File: src/rtl/audiodac_fifo_mc_if.sv
// Host-write and modulator-read handshake bundle for audiodac_fifo_mc.
// master = host/modulator side, slave = the FIFO.
interface audiodac_fifo_mc_if #(
    parameter int DW  = 16,
    parameter int NCH = 2
);
    logic [DW-1:0]     fifo_i;
    logic              fifo_rdy_i;
    logic              fifo_ack_o;
    logic              frame_rd_i;
    logic [NCH*DW-1:0] frame_o;
    logic              frame_vld_o;

    modport master (
        output fifo_i, fifo_rdy_i, frame_rd_i,
        input  fifo_ack_o, frame_o, frame_vld_o
    );

    modport slave (
        input  fifo_i, fifo_rdy_i, frame_rd_i,
        output fifo_ack_o, frame_o, frame_vld_o
    );
endinterface

File: src/rtl/audiodac_fifo_mc.sv
// Multi-channel frame FIFO between host writes and the delta-sigma datapath.
// Optional saturating underrun counter: define AUDIODAC_FIFO_UNDERRUN_CNT_EN.
module audiodac_fifo_mc #(
    parameter  int DW    = 16,
    parameter  int NCH   = 2,
    parameter  int DEPTH = 8,
    parameter  int THR   = 2,
    localparam int AW    = $clog2(DEPTH)
) (
    input  logic                clk_i,
    input  logic                rst_i,
    audiodac_fifo_mc_if.slave   bus,
    output logic                fifo_full_o,
    output logic                fifo_empty_o,
    output logic                fifo_almost_empty_o,
    output logic [AW:0]         fifo_level_o,
    output logic                underrun_o,
    input  logic                underrun_clr_i,
`ifdef AUDIODAC_FIFO_UNDERRUN_CNT_EN
    output logic [7:0]          underrun_cnt_o,
`endif
    input  logic                tst_fifo_loop_i
);
    localparam int CW = (NCH > 1) ? $clog2(NCH) : 1;
    localparam int FW = NCH * DW;

    typedef logic [FW-1:0] frame_t;

    frame_t        mem_q [DEPTH];
    frame_t        wbuf_q, wbuf_d;
    frame_t        frame_q, frame_d;
    logic [AW-1:0] wr_ptr_q, wr_ptr_d;
    logic [AW-1:0] rd_ptr_q, rd_ptr_d;
    logic [AW:0]   level_q, level_d;
    logic [CW-1:0] ch_wr_q, ch_wr_d;
    logic          ack_q, ack_d;
    logic          armed_q, armed_d;
    logic          vld_q, vld_d;
    logic          full_q, full_d;
    logic          empty_q, empty_d;
    logic          ae_q, ae_d;
    logic          underrun_q, underrun_d;
`ifdef AUDIODAC_FIFO_UNDERRUN_CNT_EN
    logic [7:0]    cnt_q, cnt_d;
`endif

    logic          accept, last_ch, commit, rd_ok, rd_under, mem_we;
    frame_t        mem_wdata, commit_frame;

    always_comb begin
        // NOTE: every always_comb output gets a default first so no path can infer a latch.
        wbuf_d       = wbuf_q;
        frame_d      = frame_q;
        wr_ptr_d     = wr_ptr_q;
        rd_ptr_d     = rd_ptr_q;
        ch_wr_d      = ch_wr_q;
        level_d      = level_q;
        mem_we       = 1'b0;

        // armed: rdy has been observed low since the last ack (4-phase handshake)
        accept   = bus.fifo_rdy_i && !ack_q && !full_q && !tst_fifo_loop_i && armed_q;
        last_ch  = (ch_wr_q == CW'(NCH - 1));
        commit   = accept && last_ch;
        rd_ok    = bus.frame_rd_i && (level_q != '0);
        rd_under = bus.frame_rd_i && (level_q == '0);

        // Earlier channels wait in wbuf, so a held partial frame survives loop mode.
        commit_frame = wbuf_q;
        commit_frame[(NCH-1)*DW +: DW] = bus.fifo_i;
        mem_wdata    = commit_frame;

        ack_d   = accept;
        armed_d = accept ? 1'b0 : (!bus.fifo_rdy_i ? 1'b1 : armed_q);
        vld_d   = bus.frame_rd_i;

        if (accept) begin
            for (int c = 0; c < NCH; c++) begin
                if (ch_wr_q == CW'(c)) wbuf_d[c*DW +: DW] = bus.fifo_i;
            end
            ch_wr_d = last_ch ? '0 : ch_wr_q + 1'b1;
        end

        if (commit) begin
            mem_we   = 1'b1;
            wr_ptr_d = wr_ptr_q + 1'b1;
        end

        if (rd_ok) begin
            frame_d  = mem_q[rd_ptr_q];
            rd_ptr_d = rd_ptr_q + 1'b1;
            if (tst_fifo_loop_i) begin
                mem_we    = 1'b1;
                mem_wdata = mem_q[rd_ptr_q];
                wr_ptr_d  = wr_ptr_q + 1'b1;
            end
        end else if (rd_under) begin
            frame_d = '0;
        end

        // Loop mode blocks accepts, so commit and recirculation never collide.
        case ({commit, rd_ok && !tst_fifo_loop_i})
            2'b10:   level_d = level_q + 1'b1;
            2'b01:   level_d = level_q - 1'b1;
            default: level_d = level_q;
        endcase

        full_d     = (level_d == (AW+1)'(DEPTH));
        empty_d    = (level_d == '0);
        ae_d       = (level_d <= (AW+1)'(THR));
        underrun_d = rd_under ? 1'b1 : (underrun_clr_i ? 1'b0 : underrun_q);

`ifdef AUDIODAC_FIFO_UNDERRUN_CNT_EN
        cnt_d = cnt_q;
        if (underrun_clr_i)                     cnt_d = '0;
        else if (rd_under && cnt_q != 8'hFF)    cnt_d = cnt_q + 1'b1;
`endif
    end

    // NOTE: state flops use non-blocking assignments so every flop samples pre-edge values.
    always_ff @(posedge clk_i or posedge rst_i) begin
        if (rst_i) begin
            wbuf_q     <= '0;
            frame_q    <= '0;
            wr_ptr_q   <= '0;
            rd_ptr_q   <= '0;
            ch_wr_q    <= '0;
            level_q    <= '0;
            ack_q      <= 1'b0;
            armed_q    <= 1'b1;
            vld_q      <= 1'b0;
            full_q     <= 1'b0;
            empty_q    <= 1'b1;
            ae_q       <= 1'b1;
            underrun_q <= 1'b0;
`ifdef AUDIODAC_FIFO_UNDERRUN_CNT_EN
            cnt_q      <= '0;
`endif
        end else begin
            wbuf_q     <= wbuf_d;
            frame_q    <= frame_d;
            wr_ptr_q   <= wr_ptr_d;
            rd_ptr_q   <= rd_ptr_d;
            ch_wr_q    <= ch_wr_d;
            level_q    <= level_d;
            ack_q      <= ack_d;
            armed_q    <= armed_d;
            vld_q      <= vld_d;
            full_q     <= full_d;
            empty_q    <= empty_d;
            ae_q       <= ae_d;
            underrun_q <= underrun_d;
`ifdef AUDIODAC_FIFO_UNDERRUN_CNT_EN
            cnt_q      <= cnt_d;
`endif
        end
    end

    // NOTE: the storage array has no reset; level gating ensures stale entries are never read.
    always_ff @(posedge clk_i) begin
        if (mem_we) mem_q[wr_ptr_q] <= mem_wdata;
    end

    assign bus.fifo_ack_o      = ack_q;
    assign bus.frame_o         = frame_q;
    assign bus.frame_vld_o     = vld_q;
    assign fifo_full_o         = full_q;
    assign fifo_empty_o        = empty_q;
    assign fifo_almost_empty_o = ae_q;
    assign fifo_level_o        = level_q;
    assign underrun_o          = underrun_q;
`ifdef AUDIODAC_FIFO_UNDERRUN_CNT_EN
    assign underrun_cnt_o      = cnt_q;
`endif
endmodule
File: src/flat_wrapper.sv
// flat-port wrapper written by rule: the top's interface ports become plain ports
module audiodac_fifo_mc_flat 
#(
    parameter  int DW    = 16,
    parameter  int NCH   = 2,
    parameter  int DEPTH = 8,
    parameter  int THR   = 2,
    localparam int AW    = $clog2(DEPTH)
)
  (clk_i, rst_i, fifo_full_o, fifo_empty_o, fifo_almost_empty_o, fifo_level_o, underrun_o, underrun_clr_i, tst_fifo_loop_i, bus_fifo_i, bus_fifo_rdy_i, bus_frame_rd_i, bus_fifo_ack_o, bus_frame_o, bus_frame_vld_o);
  audiodac_fifo_mc_if #(.DW(DW), .NCH(NCH)) bus_i ();
  input  logic clk_i;
  input  logic rst_i;
  output logic fifo_full_o;
  output logic fifo_empty_o;
  output logic fifo_almost_empty_o;
  output logic [AW:0] fifo_level_o;
  output logic underrun_o;
  input  logic underrun_clr_i;
  input  logic tst_fifo_loop_i;
  input wire logic [$bits(bus_i.fifo_i)-1:0] bus_fifo_i;
  input wire logic [$bits(bus_i.fifo_rdy_i)-1:0] bus_fifo_rdy_i;
  input wire logic [$bits(bus_i.frame_rd_i)-1:0] bus_frame_rd_i;
  output wire logic [$bits(bus_i.fifo_ack_o)-1:0] bus_fifo_ack_o;
  output wire logic [$bits(bus_i.frame_o)-1:0] bus_frame_o;
  output wire logic [$bits(bus_i.frame_vld_o)-1:0] bus_frame_vld_o;
  assign bus_i.fifo_i = bus_fifo_i;
  assign bus_i.fifo_rdy_i = bus_fifo_rdy_i;
  assign bus_i.frame_rd_i = bus_frame_rd_i;
  assign bus_fifo_ack_o = bus_i.fifo_ack_o;
  assign bus_frame_o = bus_i.frame_o;
  assign bus_frame_vld_o = bus_i.frame_vld_o;
  audiodac_fifo_mc #(.DW(DW), .NCH(NCH), .DEPTH(DEPTH), .THR(THR)) u_core (.clk_i(clk_i), .rst_i(rst_i), .bus(bus_i), .fifo_full_o(fifo_full_o), .fifo_empty_o(fifo_empty_o), .fifo_almost_empty_o(fifo_almost_empty_o), .fifo_level_o(fifo_level_o), .underrun_o(underrun_o), .underrun_clr_i(underrun_clr_i), .tst_fifo_loop_i(tst_fifo_loop_i));
endmodule
File: config.mk
export PLATFORM = sky130hd
export DESIGN_NAME = audiodac_fifo_mc_flat
export DESIGN_NICKNAME = d
export VERILOG_FILES = /design/src/rtl/audiodac_fifo_mc_if.sv /design/src/rtl/audiodac_fifo_mc.sv /design/src/flat_wrapper.sv
export SDC_FILE = /design/constraint.sdc
export NUM_CORES = 1
export LEC_CHECK = 0
export ABC_AREA = 0
export CORE_UTILIZATION = 36
export CTS_CLUSTER_SIZE = 30
export DETAILED_ROUTE_END_ITERATION = 8
export GPL_ROUTABILITY_DRIVEN = 0
export PLACE_DENSITY_LB_ADDON = 0.05
export SYNTH_ARGS = -nofsm -noshare
export SYNTH_HDL_FRONTEND = slang
export SYNTH_SLANG_ARGS = --single-unit
File: constraint.sdc
create_clock -name clk_i -period 5.1 [get_ports clk_i]
set_input_delay 1.02 -clock clk_i [delete_from_list [all_inputs] [get_ports clk_i]]
set_output_delay 1.02 -clock clk_i [all_outputs]
set_load 0.02 [all_outputs]
==> flow_summary_export.csv, run 1 <==
group,metric,value,unit
grt,grt.overflow.total,0,
timing,hold_viol,0,
synth,yosysUniqueCellTypes,51,
synth,ys_warn_count,0,
placement,numPortBuffers,63,
cts,cts.sinks,322,
synth,yosys-top-cells-count,"256 x edfxtp_1, 64 x mux4_2, 63 x dfrtp_1, 41 x nor2_1, 38 x a21oi_1",
status,status,"completed",
cts,numCtsBuffers,37,
cts,cts_tree,"yes",
drt,vias,6433,
synth,synthTopCellsByArea,"edfxtp_1 60%, dfrtp_1 12%, mux4_2 11%, mux2i_1 2.6%, o22ai_1 1.6%",
synth,synth_edf_count,256,
cts,cts_hold_buf,0,
min_path,hold_start,"u_core.armed_q",
timing,setup_tns,0,ps
synth,ys.flop_type,"edfxtp_1",
min_path,hold_class,"reg2reg",
cells_and_area,fin_nets,796,
placement,hpwl,17600,um
timing,final.period_utilization,69.0,%
cts,clockRootBuffer,"clkbuf_16",
floorplanning,row_count,68,
setup_path,crit_path_start,"tst_fifo_loop_i",
drt,firstDrtPassIters,4,
setup_path,crit_top_cell,"ha_1",
synth,yosysMostFrequentCell,"edfxtp_1",
setup_path,endpoint_kind,"flip-flop",
setup_path,start_kind,"primary input",
synth,netlist.area_leader.share,60.2,%
synth,ys_ff_latch,322,
synth,yosys.area.top_type,"edfxtp_1",
cells_and_area,fillers,3051,
synth,syn_area,12800,um2
cells_and_area,finalInstanceArea,15200,um2
grt,grtUsageTotal,16.9,%
pwr,power_density,618,nW/um2
floorplanning,die_area,36200,um2
timing,fin_crit,3520,ps
setup_path,cpMaxStageDelayCell,"clkdlybuf4s50_1",
cts,clkTransAtPathRegs,60,ps
cts,insertion_delay,520,ps
floorplanning,die_w,190,um
drt,wl,29600,um
drt,drt-initial-drc-count,333,
timing,worst_slew_pin_slew,793,ps
setup_path,worstPathCellList,"clkdlybuf4s50_1 > nand4bb_1 > nor2_1 > nand2_1 > ha_1 > xor2_1 > ha_1 > a21oi_1 > mux2i_1 > xnor2_1 > a211oi_1",
floorplanning,coreArea,34700,um2
drt,drc_errors,0,
synth,synth_seq_area_share,73.1,%
timing,clock_skew,22.1,ps
setup_path,critPathMaxStageDelay,430,ps
cells_and_area,multi_input_area,3120,um2
synth,async_reset_ff_share,20.5,%
cts,cts_max_level,2,
synth,syn_avg_cell_area,18.7,um2
cells_and_area,fin_util,43.8,%
placement,dpl-instance-area,14000,um2
cells_and_area,seq_area,9350,um2
pwr,peakVddDrop,0.391,mV
timing,rsz0062_at_grt,"no",
cts,ctsResizeCount,0,
timing,setup_viol,0,
drt,via_per_inst,5.14,
setup_path,worstSetupPathType,"in2reg",
setup_path,critical_path_required,5470,ps
setup_path,rr_startpoint,"u_core.fifo_level_o[0]",
pwr,p_total,9.39,mW
synth,synth_fp_nets,711,
setup_path,arrival,3890,ps
timing,slew_violations,0,
timing,maxSlewHeadroom,47.1,%
drt,wl_per_cell,23.7,um
synth,syn_inst,684,
floorplanning,dieHeight,190,um
pwr,p_leak,5.22,nW
cells_and_area,antenna_cells,0,
drt,ant_nets,0,
floorplanning,initial_core_util,36.8,%
job,maxCapViolations,0,
floorplanning,io_pins,64,
grt,grt_max_degree,65,
cells_and_area,drive_gt1_share,21.6,%
grt,grt_pass1_vias,6885,
cts,post_cts_buffers,0,
grt,grt_pass1_wl,44900,um
setup_path,critPathMaxFanout,6,
timing,timing.fmax,284,MHz
grt,grt_antenna_before_repair,0,
cells_and_area,areaGrowthSynthToFinish,18.9,%
cts,clockBufferDepth,3,
stage by stage:
step / worst slack [ps] / cells / hold slack [ps]
5_1_grt: 1390 / 1251 / 494
6_report: 1580 / 1251 / 467
3_3_place_gp: 1250 / 1185 / 451
3_5_place_dp: 1200 / 1185 / 458
4_1_cts: 1690 / 1251 / 469
2_1_floorplan: 588 / 684 / 441
metal layers:
layer  track usage (%)  wire length, um  vias up
met1              23.5            13300     3408
met2              28.0            14600      108
li1                  -                -     2871
met5                 0                0        -
met3              2.65             1160       46
met4              3.91              496        0
worst max-delay path, delay by kind of cell:
| family | cells | cell delay [ps] |
|---|---|---|
| adders and majority gates | 2 | 520 |
| xor gates and xnor gates | 2 | 370 |
| and+or+nand+nor | 3 | 740 |
| muxes | 1 | 270 |
| buffers and inverters | 1 | 430 |
| AOI/OAI and AO/OA | 2 | 530 |
flip-flops by register name (all words and copies together), names as in the netlist:
register                    cells
u_core.mem_q                  256
u_core.rd_ptr_q                 3
u_core.bus.frame_vld_o          1
u_core.armed_q                  1
u_core.bus.fifo_ack_o           1
u_core.ch_wr_q                  1
u_core.wbuf_q                  16
u_core.fifo_full_o              1
u_core.fifo_empty_o             1
u_core.fifo_level_o             4
u_core.bus.frame_o             32
u_core.wr_ptr_q                 3
u_core.fifo_almost_empty_o      1
u_core.underrun_o               1
path summary, 6_finish.rpt:
check / slack [ps] / endpoint / cells after the start
max: 1580 / u_core.fifo_full_o / 11
min: 470 / u_core.armed_q / 2
max reg2reg: 1960 / u_core.fifo_full_o / 10
min reg2reg: 470 / u_core.armed_q / 2
max in group asynchronous: 3170 / u_core.rd_ptr_q[0] / 3
min in group asynchronous: 920 / u_core.bus.frame_o[31] / 2
report_power, final:
group	internal [mW]	leakage (nW)	switching (mW)
clock network	1.61	0.595	1.02
registers	3.58	3.11	0.394
logic	1.23	1.51	1.55
total	6.43	5.22	2.96
cell usage in the layout (no fill, tap or decap), types with 5 or more instances in the layout:
master,netlist,final
clkinv_1,0,6
dfrtp_1,63,60
edfxtp_1,256,256
clkbuf_16,0,39
o22ai_1,32,32
clkinv_2,0,7
buf_4,1,16
mux2_1,12,12
ha_1,5,5
a21oi_1,38,38
nor2_4,0,7
mux4_2,64,64
inv_1,36,35
mux2_2,7,7
nand2_1,7,7
nor2_1,41,35
clkbuf_1,8,8
mux2i_1,33,33
clkdlybuf4s50_1,0,62
xnor2_1,7,7
final cells by class:
type	instances	area share, %
clock buffers	48	6.71
clock inverters	18	1.25
inverters	37	0.922
multi-input cells	289	20.5
flip-flops and latches	322	61.5
well taps	455	3.75
repair buffers	82	5.30
cells by family (layout without fill, tap and decap cells):
kind of cell               Yosys count  in the layout  synth area share, %
buffers and inverters               73            185                 2.92
xor gates and xnor gates             9              9                0.617
DFF                                322            322                 73.1
adders and majority gates            5              5                0.490
and+or+nand+nor                     76             76                 3.22
muxes                              116            116                 15.5
AOI/OAI and AO/OA                   83             83                 4.07
No activity file was read; power rests on OpenSTA's default activity.
==> run 2: changes to the inputs <==
Clock period 5.1 ns to 3.2 ns, I/O delays scaled along.
==> flow_summary_export.csv, run 2 (synthesis gave the netlist of run 1 again) <==
group,metric,value,unit
setup_path,critPathMaxFanout,13,
min_path,min_to,"u_core.armed_q",
cells_and_area,antenna_cells,0,
setup_path,start_kind,"primary input",
cells_and_area,layout_common_cells,"256 x edfxtp_1, 64 x mux4_2, 62 x clkdlybuf4s50_1, 60 x dfrtp_1, 39 x clkbuf_16",
cts,cts_hold_buf,0,
timing,hold_viol,0,
drt,drt-initial-drc-count,282,
cells_and_area,areaGrowthSynthToFinish,21.6,%
cts,post_cts_buffers,0,
min_path,hold_class,"reg2reg",
floorplanning,dieHeight,190,um
grt,grt_antenna_before_repair,0,
status,status,"completed",
cts,ctsResizeCount,0,
setup_path,rr_startpoint,"u_core.fifo_level_o[2]",
floorplanning,initial_core_util,36.8,%
timing,timing.fmax,374,MHz
timing,final.period_utilization,83.5,%
timing,fin_crit,2670,ps
drt,ant_nets,0,
cts,cts.sinks,322,
floorplanning,die_w,190,um
timing,maxSlewHeadroom,45.5,%
timing,rsz0062_at_grt,"no",
cells_and_area,drive_gt1_share,23.3,%
drt,routed.top_layer,"met4",
cts,cts_max_level,2,
cells_and_area,final_common_cell,"edfxtp_1",
job,maxCapViolations,0,
placement,hpwl,18400,um
setup_path,worstSetupPathType,"in2reg",
timing,worst_slew_pin_slew,817,ps
placement,numPortBuffers,63,
cells_and_area,fin_util,44.7,%
setup_path,worstRegToRegCells,8,
drt,m1WireLength,13300,um
cts,numCtsBuffers,37,
drt,via_per_inst,5.17,
setup_path,arrival,3030,ps
timing,clock_skew,13.8,ps
cts,clockRootBuffer,"clkbuf_16",
cts,clockBufferDepth,3,
cells_and_area,largest_reg_flops,256,
drt,dr_wl_met3,1120,um
grt,grt_pass1_wl,46200,um
floorplanning,die_area,36200,um2
pwr,peakVddDrop,0.413,mV
min_path,whs_path_depth,2,
setup_path,r2r_end,"u_core.fifo_full_o",
drt,wl,30000,um
cts,clkTransAtPathRegs,60,ps
setup_path,r2r_slack,560,ps
grt,grt_pass1_vias,7301,
drt,met2WireLength,15100,um
setup_path,critical_path_required,3560,ps
pwr,power_density,974,nW/um2
setup_path,endpoint_kind,"flip-flop",
timing,hold_slack,471,ps
timing,setup_viol,0,
grt,grtUsageTotal,17.4,%
drt,wl_per_cell,23.6,um
grt,grt_max_degree,65,
cts,insertion_delay,510,ps
floorplanning,row_count,68,
drt,vias,6573,
grt,grt.overflow.total,0,
pwr,p_leak,5.36,nW
drt,drc_errors,0,
floorplanning,io_pins,64,
min_path,hold_start,"u_core.armed_q",
cts,cts_tree,"yes",
floorplanning,coreArea,34700,um2
drt,firstDrtPassIters,4,
cells_and_area,fin_nets,815,
timing,slew_violations,0,
cells_and_area,top_register,"u_core.mem_q",
run 2: cell count changes in the layout (fill, tap and decap cells not counted):
cell / before / now
buf_12: 3 / 19
buf_4: 16 / 19
clkbuf_1: 8 / 10
clkinvlp_4: 0 / 2
nor3_2: 2 / 0
nor3_4: 1 / 3
bufinv_16: 4 / 3
clkinv_1: 6 / 7
clkinv_2: 7 / 6
clkinv_4: 1 / 0
run 2: how the worst max path moves through the flow:
stage	start	end	slack (ps)	cells after the start
after global routing	tst_fifo_loop_i	u_core.fifo_full_o	280	9
after floorplan	tst_fifo_loop_i	u_core.mem_q[5][0]	-80	4
after detailed placement	tst_fifo_loop_i	u_core.fifo_full_o	50	9
after CTS	tst_fifo_loop_i	u_core.fifo_almost_empty_o	580	11
after global placement	tst_fifo_loop_i	u_core.fifo_almost_empty_o	110	11
final	tst_fifo_loop_i	u_core.fifo_full_o	530	9
run 2: report_power, final:
group          switching (mW)  internal, mW
Clock                    1.61          2.50
Combinational            2.59          2.18
Sequential              0.545          5.71
Total                    4.74          10.4
run 2: cell type report:
cell class                 instances  area, um2
clock inverter                    18        165
sequential                       322       9350
clock buffer                      50       1030
timing repair buffer             101       1150
tap                              455        569
fill                            3060      19200
multi-input combinational        289       3130
inverter                          37        140
run 2: metrics by stage:
stage	power, mW	setup TNS [ps]	setup WS [ps]	instance area (um2)	instances
floorplan	9.28	-14490	-78.5	12800	684
global placement	11.1	0	113	14300	1204
detailed placement	11.2	0	49.5	14300	1204
CTS	15.4	0	577	15500	1272
global route	15.9	0	283	15500	1272
finish	15.1	0	529	15500	1272
run 2: critical path, cell delays in order:
cell	delay, ps
clkdlybuf4s50_1	470
nand4bb_1	230
nor2_1	140
nand2_1	90
ha_1	490
nor2b_1	290
mux2i_1	140
xnor2_1	420
a211oi_1	110
run 2: metal layers:
metal | global-route usage [%] | up-vias
met4 | 4.18 | 0
met1 | 23.4 | 3470
met3 | 2.61 | 47
met2 | 29.5 | 137
li1 | - | 2919
met5 | 0 | -
